File: config.mk
export PLATFORM = sky130hd
export DESIGN_NAME = spi_flash_slave
export DESIGN_NICKNAME = d
export VERILOG_FILES = /design/src/rtl/spi_flash_pkg.sv /design/src/rtl/spi_sync_edge.sv /design/src/rtl/spi_flash_slave.sv
export SDC_FILE = /design/constraint.sdc
export NUM_CORES = 1
export LEC_CHECK = 0
export ABC_AREA = 1
export CAP_MARGIN = 20
export CORE_ASPECT_RATIO = 0.9
export CORE_UTILIZATION = 50
export CTS_CLUSTER_DIAMETER = 40
export DETAILED_ROUTE_END_ITERATION = 8
export PLACE_DENSITY = 0.76
export SLEW_MARGIN = 30
export SYNTH_ARGS = -nofsm -noshare
export SYNTH_HDL_FRONTEND = slang
export SYNTH_SLANG_ARGS = --single-unit
File: constraint.sdc
create_clock -name clk -period 2.39 [get_ports clk]
set_clock_uncertainty 0.2 [all_clocks]
set_input_delay 0.5975 -clock clk [delete_from_list [all_inputs] [get_ports clk]]
set_output_delay 0.5975 -clock clk [all_outputs]
set_load 0.02 [all_outputs]
File: src/rtl/spi_flash_pkg.sv
// rtl/spi_flash_pkg.sv - shared states, constants and byte-select helper for the SPI flash read slave
package spi_flash_pkg;

    localparam logic [7:0] CMD_READ_DEFAULT = 8'h03;
    localparam int         SYNC_STAGES      = 2;
    localparam logic [1:0] RSP_TIMEOUT      = 2'd2;

    typedef enum logic [2:0] {
        ST_IDLE   = 3'd0,
        ST_CMD    = 3'd1,
        ST_ADDR   = 3'd2,
        ST_FETCH  = 3'd3,
        ST_DATA   = 3'd4,
        ST_IGNORE = 3'd5
    } state_t;

    function automatic logic [7:0] word_byte(input logic [31:0] word, input logic [1:0] sel);
        logic [7:0] b;
        case (sel)
            2'd0:    b = word[7:0];
            2'd1:    b = word[15:8];
            2'd2:    b = word[23:16];
            default: b = word[31:24];
        endcase
        return b;
    endfunction

endpackage

File: src/rtl/spi_sync_edge.sv
// rtl/spi_sync_edge.sv - multi-flop synchronizer with rise/fall detection on the synchronized level
module spi_sync_edge
    import spi_flash_pkg::*;
#(
    parameter logic RESET_VAL = 1'b0
) (
    input  logic clk,
    input  logic resetn,
    input  logic i_async,
    output logic o_level,
    output logic o_rise,
    output logic o_fall
);

    logic [SYNC_STAGES-1:0] r_sync;
    logic                   r_prev;

    always_ff @(posedge clk or negedge resetn) begin
        if (!resetn) begin
            r_sync <= {SYNC_STAGES{RESET_VAL}};
            r_prev <= RESET_VAL;
        end else begin
            r_sync <= {r_sync[SYNC_STAGES-2:0], i_async};
            r_prev <= r_sync[SYNC_STAGES-1];
        end
    end

    assign o_level = r_sync[SYNC_STAGES-1];
    assign o_rise  = r_sync[SYNC_STAGES-1] & ~r_prev;
    assign o_fall  = ~r_sync[SYNC_STAGES-1] & r_prev;

endmodule

File: src/rtl/spi_flash_slave.sv
// rtl/spi_flash_slave.sv - SPI mode-0 flash read slave serving bytes from a 32-bit word memory port
module spi_flash_slave
    import spi_flash_pkg::*;
#(
    parameter logic [7:0] CMD_READ = CMD_READ_DEFAULT,
    parameter int         ADDR_W   = 24
) (
    input  logic              clk,
    input  logic              resetn,
    input  logic              spi_clk,
    input  logic              spi_cs_n,
    input  logic              spi_mosi,
    output logic              spi_miso,
    output logic              mem_req,
    output logic [ADDR_W-1:0] mem_addr,
    input  logic              mem_rvalid,
    input  logic [31:0]       mem_rdata,
    output logic              busy,
    output logic              cmd_err,
    output logic              data_err
);

    localparam int               CNT_W     = $clog2(ADDR_W + 9);
    localparam logic [CNT_W-1:0] CMD_BITS  = CNT_W'(8);
    localparam logic [CNT_W-1:0] ADDR_BITS = CNT_W'(ADDR_W);

    logic w_sclk_level_unused, w_sclk_rise, w_sclk_fall;
    logic w_cs_level, w_cs_rise, w_cs_fall;
    logic w_mosi, w_mosi_rise_unused, w_mosi_fall_unused;

    spi_sync_edge #(.RESET_VAL(1'b0)) u_sync_sclk (
        .clk     (clk),
        .resetn  (resetn),
        .i_async (spi_clk),
        .o_level (w_sclk_level_unused),
        .o_rise  (w_sclk_rise),
        .o_fall  (w_sclk_fall)
    );

    spi_sync_edge #(.RESET_VAL(1'b1)) u_sync_cs (
        .clk     (clk),
        .resetn  (resetn),
        .i_async (spi_cs_n),
        .o_level (w_cs_level),
        .o_rise  (w_cs_rise),
        .o_fall  (w_cs_fall)
    );

    spi_sync_edge #(.RESET_VAL(1'b0)) u_sync_mosi (
        .clk     (clk),
        .resetn  (resetn),
        .i_async (spi_mosi),
        .o_level (w_mosi),
        .o_rise  (w_mosi_rise_unused),
        .o_fall  (w_mosi_fall_unused)
    );

    state_t            r_state;
    logic [CNT_W-1:0]  r_bit_cnt;
    logic [ADDR_W-2:0] r_sh;
    logic [ADDR_W-1:0] r_addr;
    logic [31:0]       r_word;
    logic [31:0]       r_next_word;
    logic [7:0]        r_tx;
    logic [2:0]        r_tx_bit;
    logic [1:0]        r_wait;
    logic              r_pf_busy;
    logic [1:0]        r_pf_wait;
    logic [1:0]        r_arm_cnt;
    logic              r_armed;
    logic              r_miso;
    logic              r_mem_req;
    logic [ADDR_W-1:0] r_mem_addr;
    logic              r_busy;
    logic              r_cmd_err;
    logic              r_data_err;

    logic [ADDR_W-1:0] w_sh_next;
    logic [CNT_W-1:0]  w_cnt_next;
    logic [ADDR_W-1:0] w_fetch_addr;
    logic [ADDR_W-3:0] w_next_word_idx;
    logic              w_rsp_ok;
    logic [31:0]       w_fetch_word;

    assign w_sh_next       = {r_sh, w_mosi};
    assign w_cnt_next      = r_bit_cnt + CNT_W'(1);
    assign w_fetch_addr    = {w_sh_next[ADDR_W-1:2], 2'b00};
    assign w_next_word_idx = r_addr[ADDR_W-1:2] + (ADDR_W-2)'(1);
    // A response in the request cycle itself is not accepted, which keeps a
    // follow-up prefetch from landing in the cycle right after a request.
    assign w_rsp_ok        = mem_rvalid & ~r_mem_req;
    assign w_fetch_word    = w_rsp_ok ? mem_rdata : 32'hFFFF_FFFF;

    always_ff @(posedge clk or negedge resetn) begin
        if (!resetn) begin
            r_state     <= ST_IDLE;
            r_bit_cnt   <= '0;
            r_sh        <= '0;
            r_addr      <= '0;
            r_word      <= '0;
            r_next_word <= '0;
            r_tx        <= '0;
            r_tx_bit    <= '0;
            r_wait      <= '0;
            r_pf_busy   <= 1'b0;
            r_pf_wait   <= '0;
            r_arm_cnt   <= '0;
            r_armed     <= 1'b0;
            r_miso      <= 1'b1;
            r_mem_req   <= 1'b0;
            r_mem_addr  <= '0;
            r_busy      <= 1'b0;
            r_cmd_err   <= 1'b0;
            r_data_err  <= 1'b0;
        end else begin
            r_mem_req  <= 1'b0;
            r_cmd_err  <= 1'b0;
            r_data_err <= 1'b0;

            // Only a cs_n level seen high after the synchronizers refill arms the first transaction.
            if (r_arm_cnt != 2'd3) begin
                r_arm_cnt <= r_arm_cnt + 2'd1;
            end else if (w_cs_level) begin
                r_armed <= 1'b1;
            end

            if (r_pf_busy) begin
                if (w_rsp_ok) begin
                    r_next_word <= mem_rdata;
                    r_pf_busy   <= 1'b0;
                end else if (r_pf_wait == RSP_TIMEOUT) begin
                    r_next_word <= 32'hFFFF_FFFF;
                    r_pf_busy   <= 1'b0;
                    r_data_err  <= 1'b1;
                end else begin
                    r_pf_wait <= r_pf_wait + 2'd1;
                end
            end

            if (w_cs_rise) begin
                r_state   <= ST_IDLE;
                r_busy    <= 1'b0;
                r_miso    <= 1'b1;
                r_pf_busy <= 1'b0;
            end else begin
                case (r_state)
                    ST_IDLE: begin
                        if (w_cs_fall && r_armed) begin
                            r_state   <= ST_CMD;
                            r_busy    <= 1'b1;
                            r_bit_cnt <= '0;
                        end
                    end
                    ST_CMD: begin
                        if (w_sclk_rise) begin
                            r_sh      <= w_sh_next[ADDR_W-2:0];
                            r_bit_cnt <= w_cnt_next;
                            if (w_cnt_next == CMD_BITS) begin
                                r_bit_cnt <= '0;
                                if (w_sh_next[7:0] == CMD_READ) begin
                                    r_state <= ST_ADDR;
                                end else begin
                                    r_state   <= ST_IGNORE;
                                    r_cmd_err <= 1'b1;
                                end
                            end
                        end
                    end
                    ST_ADDR: begin
                        if (w_sclk_rise) begin
                            r_sh      <= w_sh_next[ADDR_W-2:0];
                            r_bit_cnt <= w_cnt_next;
                            if (w_cnt_next == ADDR_BITS) begin
                                r_addr     <= w_sh_next;
                                r_state    <= ST_FETCH;
                                r_mem_req  <= 1'b1;
                                r_mem_addr <= w_fetch_addr;
                                r_wait     <= '0;
                            end
                        end
                    end
                    ST_FETCH: begin
                        if (w_rsp_ok || r_wait == RSP_TIMEOUT) begin
                            r_word     <= w_fetch_word;
                            r_tx       <= word_byte(w_fetch_word, r_addr[1:0]);
                            r_tx_bit   <= '0;
                            r_data_err <= ~w_rsp_ok;
                            r_state    <= ST_DATA;
                            if (r_addr[1:0] == 2'd3) begin
                                r_mem_req  <= 1'b1;
                                r_mem_addr <= {w_next_word_idx, 2'b00};
                                r_pf_busy  <= 1'b1;
                                r_pf_wait  <= '0;
                            end
                        end else begin
                            r_wait <= r_wait + 2'd1;
                        end
                    end
                    ST_DATA: begin
                        if (w_sclk_fall) begin
                            r_miso <= r_tx[7];
                            if (r_tx_bit == 3'd7) begin
                                r_tx_bit <= '0;
                                r_addr   <= r_addr + ADDR_W'(1);
                                if (r_addr[1:0] == 2'd3) begin
                                    r_word <= r_next_word;
                                    r_tx   <= r_next_word[7:0];
                                end else begin
                                    r_tx <= word_byte(r_word, r_addr[1:0] + 2'd1);
                                end
                                // Offset 3 starts shifting next: fetch the following word now.
                                if (r_addr[1:0] == 2'd2) begin
                                    r_mem_req  <= 1'b1;
                                    r_mem_addr <= {w_next_word_idx, 2'b00};
                                    r_pf_busy  <= 1'b1;
                                    r_pf_wait  <= '0;
                                end
                            end else begin
                                r_tx     <= {r_tx[6:0], 1'b0};
                                r_tx_bit <= r_tx_bit + 3'd1;
                            end
                        end
                    end
                    ST_IGNORE: begin
                        r_miso <= 1'b1;
                    end
                    default: begin
                        r_state <= ST_IDLE;
                        r_busy  <= 1'b0;
                    end
                endcase
            end
        end
    end

    assign spi_miso = r_miso;
    assign mem_req  = r_mem_req;
    assign mem_addr = r_mem_addr;
    assign busy     = r_busy;
    assign cmd_err  = r_cmd_err;
    assign data_err = r_data_err;

endmodule
==> metrics.md <==
| Metric | Value |
|---|---|
| Clock transition at path regs | 0.07 ns |
| Synth cell types | 40 |
| Root Buffer | clkbuf_16 |
| Yosys warning total | 0 |
| Crit path buf inv count | 2 |
| Register area share after synthesis | 45.5% |
| Maximum fanout along the worst path | 5 |
| Pwr/cell area | 1100 nW/µm² |
| Max-cap viol count | 0 |
| FF+latch area | 4360 µm² |
| Antenna-violating nets left | 0 |
| Postcts setup bufs | 0 |
| Logic gate share of total power | 39.3% |
| Setup-failing EPs final | 0 |
| Area Overhead vs Synth | 20.3% |
| Worst hold path type | reg -> reg |
| Switching Share | 40.3% |
| CP Capture Type | flip-flop |
| CP cell instances | ha_1 -> inv_1 -> nor2_1 -> nand2_1 -> nor2_1 -> buf_4 -> nand2_1 -> nand2_1 -> nor2_1 -> a21oi_1 -> o21ai_1 |
| First-pass GRT wire length | 42900 µm |
| Utilization after layout | 62.0% |
| Die X | 148 µm |
| Area of the die | 19700 µm² |
| DR vias/cell | 5.56 |
| # nets final | 1442 |
| CP Class | reg -> reg |
| Die H | 133 µm |
| FP Rows | 47 |
| Pleak | 5.47 nW |
| Critical Path RT | 2.52 ns |
| Flops & latches, synth | 174 |
| Reg power frac | 35.9% |
| Port-buffer cells | 64 |
| FMAX | 445 MHz |
| CP peak stage delay | 0.45 ns |
| Peak VDD IR | 0.631 mV |
| Mean Syn Cell Area | 7.34 µm² |
| Via count | 9157 |
| # IOs | 67 |
| DP HPWL | 17700 µm |
| Largest net degree at the start of global routing | 80 |
| Synth top cells by count | nand2_1, dfrtp_1, o21ai_0, nor2_1, inv_1 |
| Status | finished clean |
| Top-count cell post-synth | nand2_1 |
| Ys flop type | dfrtp_1 |
| Footprint of the multi-input gates | 4520 µm² |
| Residual DRC | 0 |
| Synth top area share | 44.4% |
| EDFF count, synth | 0 |
| Syn Inst Count | 1306 |
| GRT Util Overall | 27.7% |
| Crit path time final | 2.25 ns |
| Post-synth ARST share | 100% |
| Total CTS buffers | 17 |
| Dominant cell type by area after synthesis | dfrtp_1 |
| Internal power | 7.54 mW |
| Startpoint Class | flip-flop |
| Final hold violations | 0 |
| H-tree levels | 4 |
| CTS Sinks | 174 |
| Slew Limit Fails | 0 |
| Routability cong. | 0.927 |
| Initial antenna violation count | 0 |
| Period utilization | 94.0% |
| Initial Util | 51.6% |
| Synthesized cell area | 9580 µm² |
| Vias in the first global route | 8534 |
| Clk buf depth | 2 |
| CP arrival | 2.37 ns |
| Share of layout cells above drive strength 1 | 10.6% |
| WL per Instance | 15.8 µm |
| Worst slew pin tran | 0.522 ns |
| RSZ-0062 raised after global routing | no |
| Antenna diodes | 0 |
| Synth area leaders | dfrtp_1, nand2_1, o21ai_0 |
| Delay-heaviest family, CP | simple AND/OR/NAND/NOR gates |
| First-pass DRT Iterations | 5 |
| NetSw | 5.09 mW |
| CTS tree | yes |
| Worst hold slack | 0.160 ns |
| Clock Latency Late Sink | 0.44 ns |
| Grt ovf | 0 |
| Drt total wl | 26000 µm |
| Slew margin rel. | 65.2% |
| Core area | 18600 µm² |
| Filler cells | 1621 |
| Crit path max-delay cell type | dfrtp_1 |
| Initial drt markers | 797 |
| Power share of the clock group | 24.9% |
-- power by group through the flow --
stage	Combinational [mW]	Clock, mW	Sequential, mW
2_1_floorplan	3.05	0	4.54
3_3_place_gp	4.71	0	4.54
3_5_place_dp	4.86	0	4.56
4_1_cts	4.91	3.18	4.51
5_1_grt	5.54	3.30	4.63
6_report	4.96	3.14	4.53
-- layout make-up --
class	instances	area share, %
Multi-Input combinational cell	953	39.2
Tap cell	245	2.66
Clock buffer	17	3.69
Clock inverter	15	2.02
Sequential cell	174	37.8
Timing Repair Buffer	128	10.8
Inverter	116	3.80
-- placed cells by master, fill, tap and decap left out, drive strengths merged, types with 17 or more instances in the layout --
| cell type | Yosys | layout |
|---|---|---|
| o21ai | 162 | 162 |
| inv | 115 | 120 |
| or2 | 23 | 23 |
| nand2 | 408 | 408 |
| buf | 22 | 64 |
| dfrtp | 170 | 170 |
| o211ai | 28 | 28 |
| clkbuf | 42 | 17 |
| nand3 | 69 | 69 |
| a21oi | 76 | 76 |
| nor2 | 123 | 123 |
| clkdlybuf4s50 | 0 | 62 |
-- cell families after synthesis --
group                    count (synthesis)  share of synthesized area [%]
adder cells (fa/ha/maj)                 14                           1.83
other                                    1                         0.0391
AND/OR/NAND/NOR                        637                           27.3
XOR/XNOR                                 8                          0.731
multiplexers                             6                          0.679
buffers and inverters                  180                           7.57
flip-flops                             174                           45.5
AO/OA/AOI/OAI                          286                           16.3
-- state kept, by name, indices dropped and copies added, names as in the netlist, 3 cells and up --
signal,count
r_next_word,32
r_word,32
r_addr,24
r_sh,23
mem_addr,22
r_tx,8
r_bit_cnt,6
r_state,3
r_tx_bit,3
-- what timing repair did --
action,CTS,global route
resized for setup,0,4
endpoints found under the hold margin,41,0
hold buffers,1,0
endpoints found under the setup margin,0,5
-- worst reg2reg max path: cells and delay by family (launching register included) --
| kind | cells | cell delay (ns) |
|---|---|---|
| flip-flops | 1 | 0.45 |
| AND/OR/NAND/NOR | 6 | 0.70 |
| AO/OA/AOI/OAI | 2 | 0.24 |
| buffers and inverters | 2 | 0.24 |
| adder cells (fa/ha/maj) | 1 | 0.30 |
-- path summary, 6_finish.rpt --
path	start	endpoint	slack [ns]	cells past startpoint
max	r_addr[2]$_DFFE_PN0P_	mem_addr[12]$_DFFE_PN0P_	0.14	11
min	u_sync_cs.r_sync[0]$_DFF_PN1_	u_sync_cs.r_sync[1]$_DFF_PN1_	0.16	0
max reg2reg	r_addr[2]$_DFFE_PN0P_	mem_addr[12]$_DFFE_PN0P_	0.14	11
min reg2reg	u_sync_cs.r_sync[0]$_DFF_PN1_	u_sync_cs.r_sync[1]$_DFF_PN1_	0.16	0
max in group asynchronous	resetn	r_next_word[28]$_DFFE_PN0P_	0.86	3
min in group asynchronous	resetn	r_arm_cnt[0]$_DFFE_PN0P_	0.48	2
-- per-stage QoR --
| step | setup WS [ns] | instance area [µm²] | instances | setup TNS, ns | power, mW |
|---|---|---|---|---|---|
| after CTS | 0.00589 | 11500 | 1648 | 0 | 12.6 |
| final | 0.144 | 11500 | 1648 | 0 | 12.6 |
| after global routing | 0.0251 | 11500 | 1648 | 0 | 13.5 |
| after detailed placement | -0.154 | 10800 | 1615 | -4.48 | 9.42 |
| after floorplan | 0.441 | 9590 | 1307 | 0 | 7.60 |
| after global placement | -0.118 | 10800 | 1615 | -2.64 | 9.25 |
-- per-layer routing --
metal	global-route usage, %	part of all wire [%]
met5	0	0
met1	40.4	46
met2	41.8	44
met4	8.19	1.6
met3	5.17	8.0
Power figures use the tool's default switching activity.
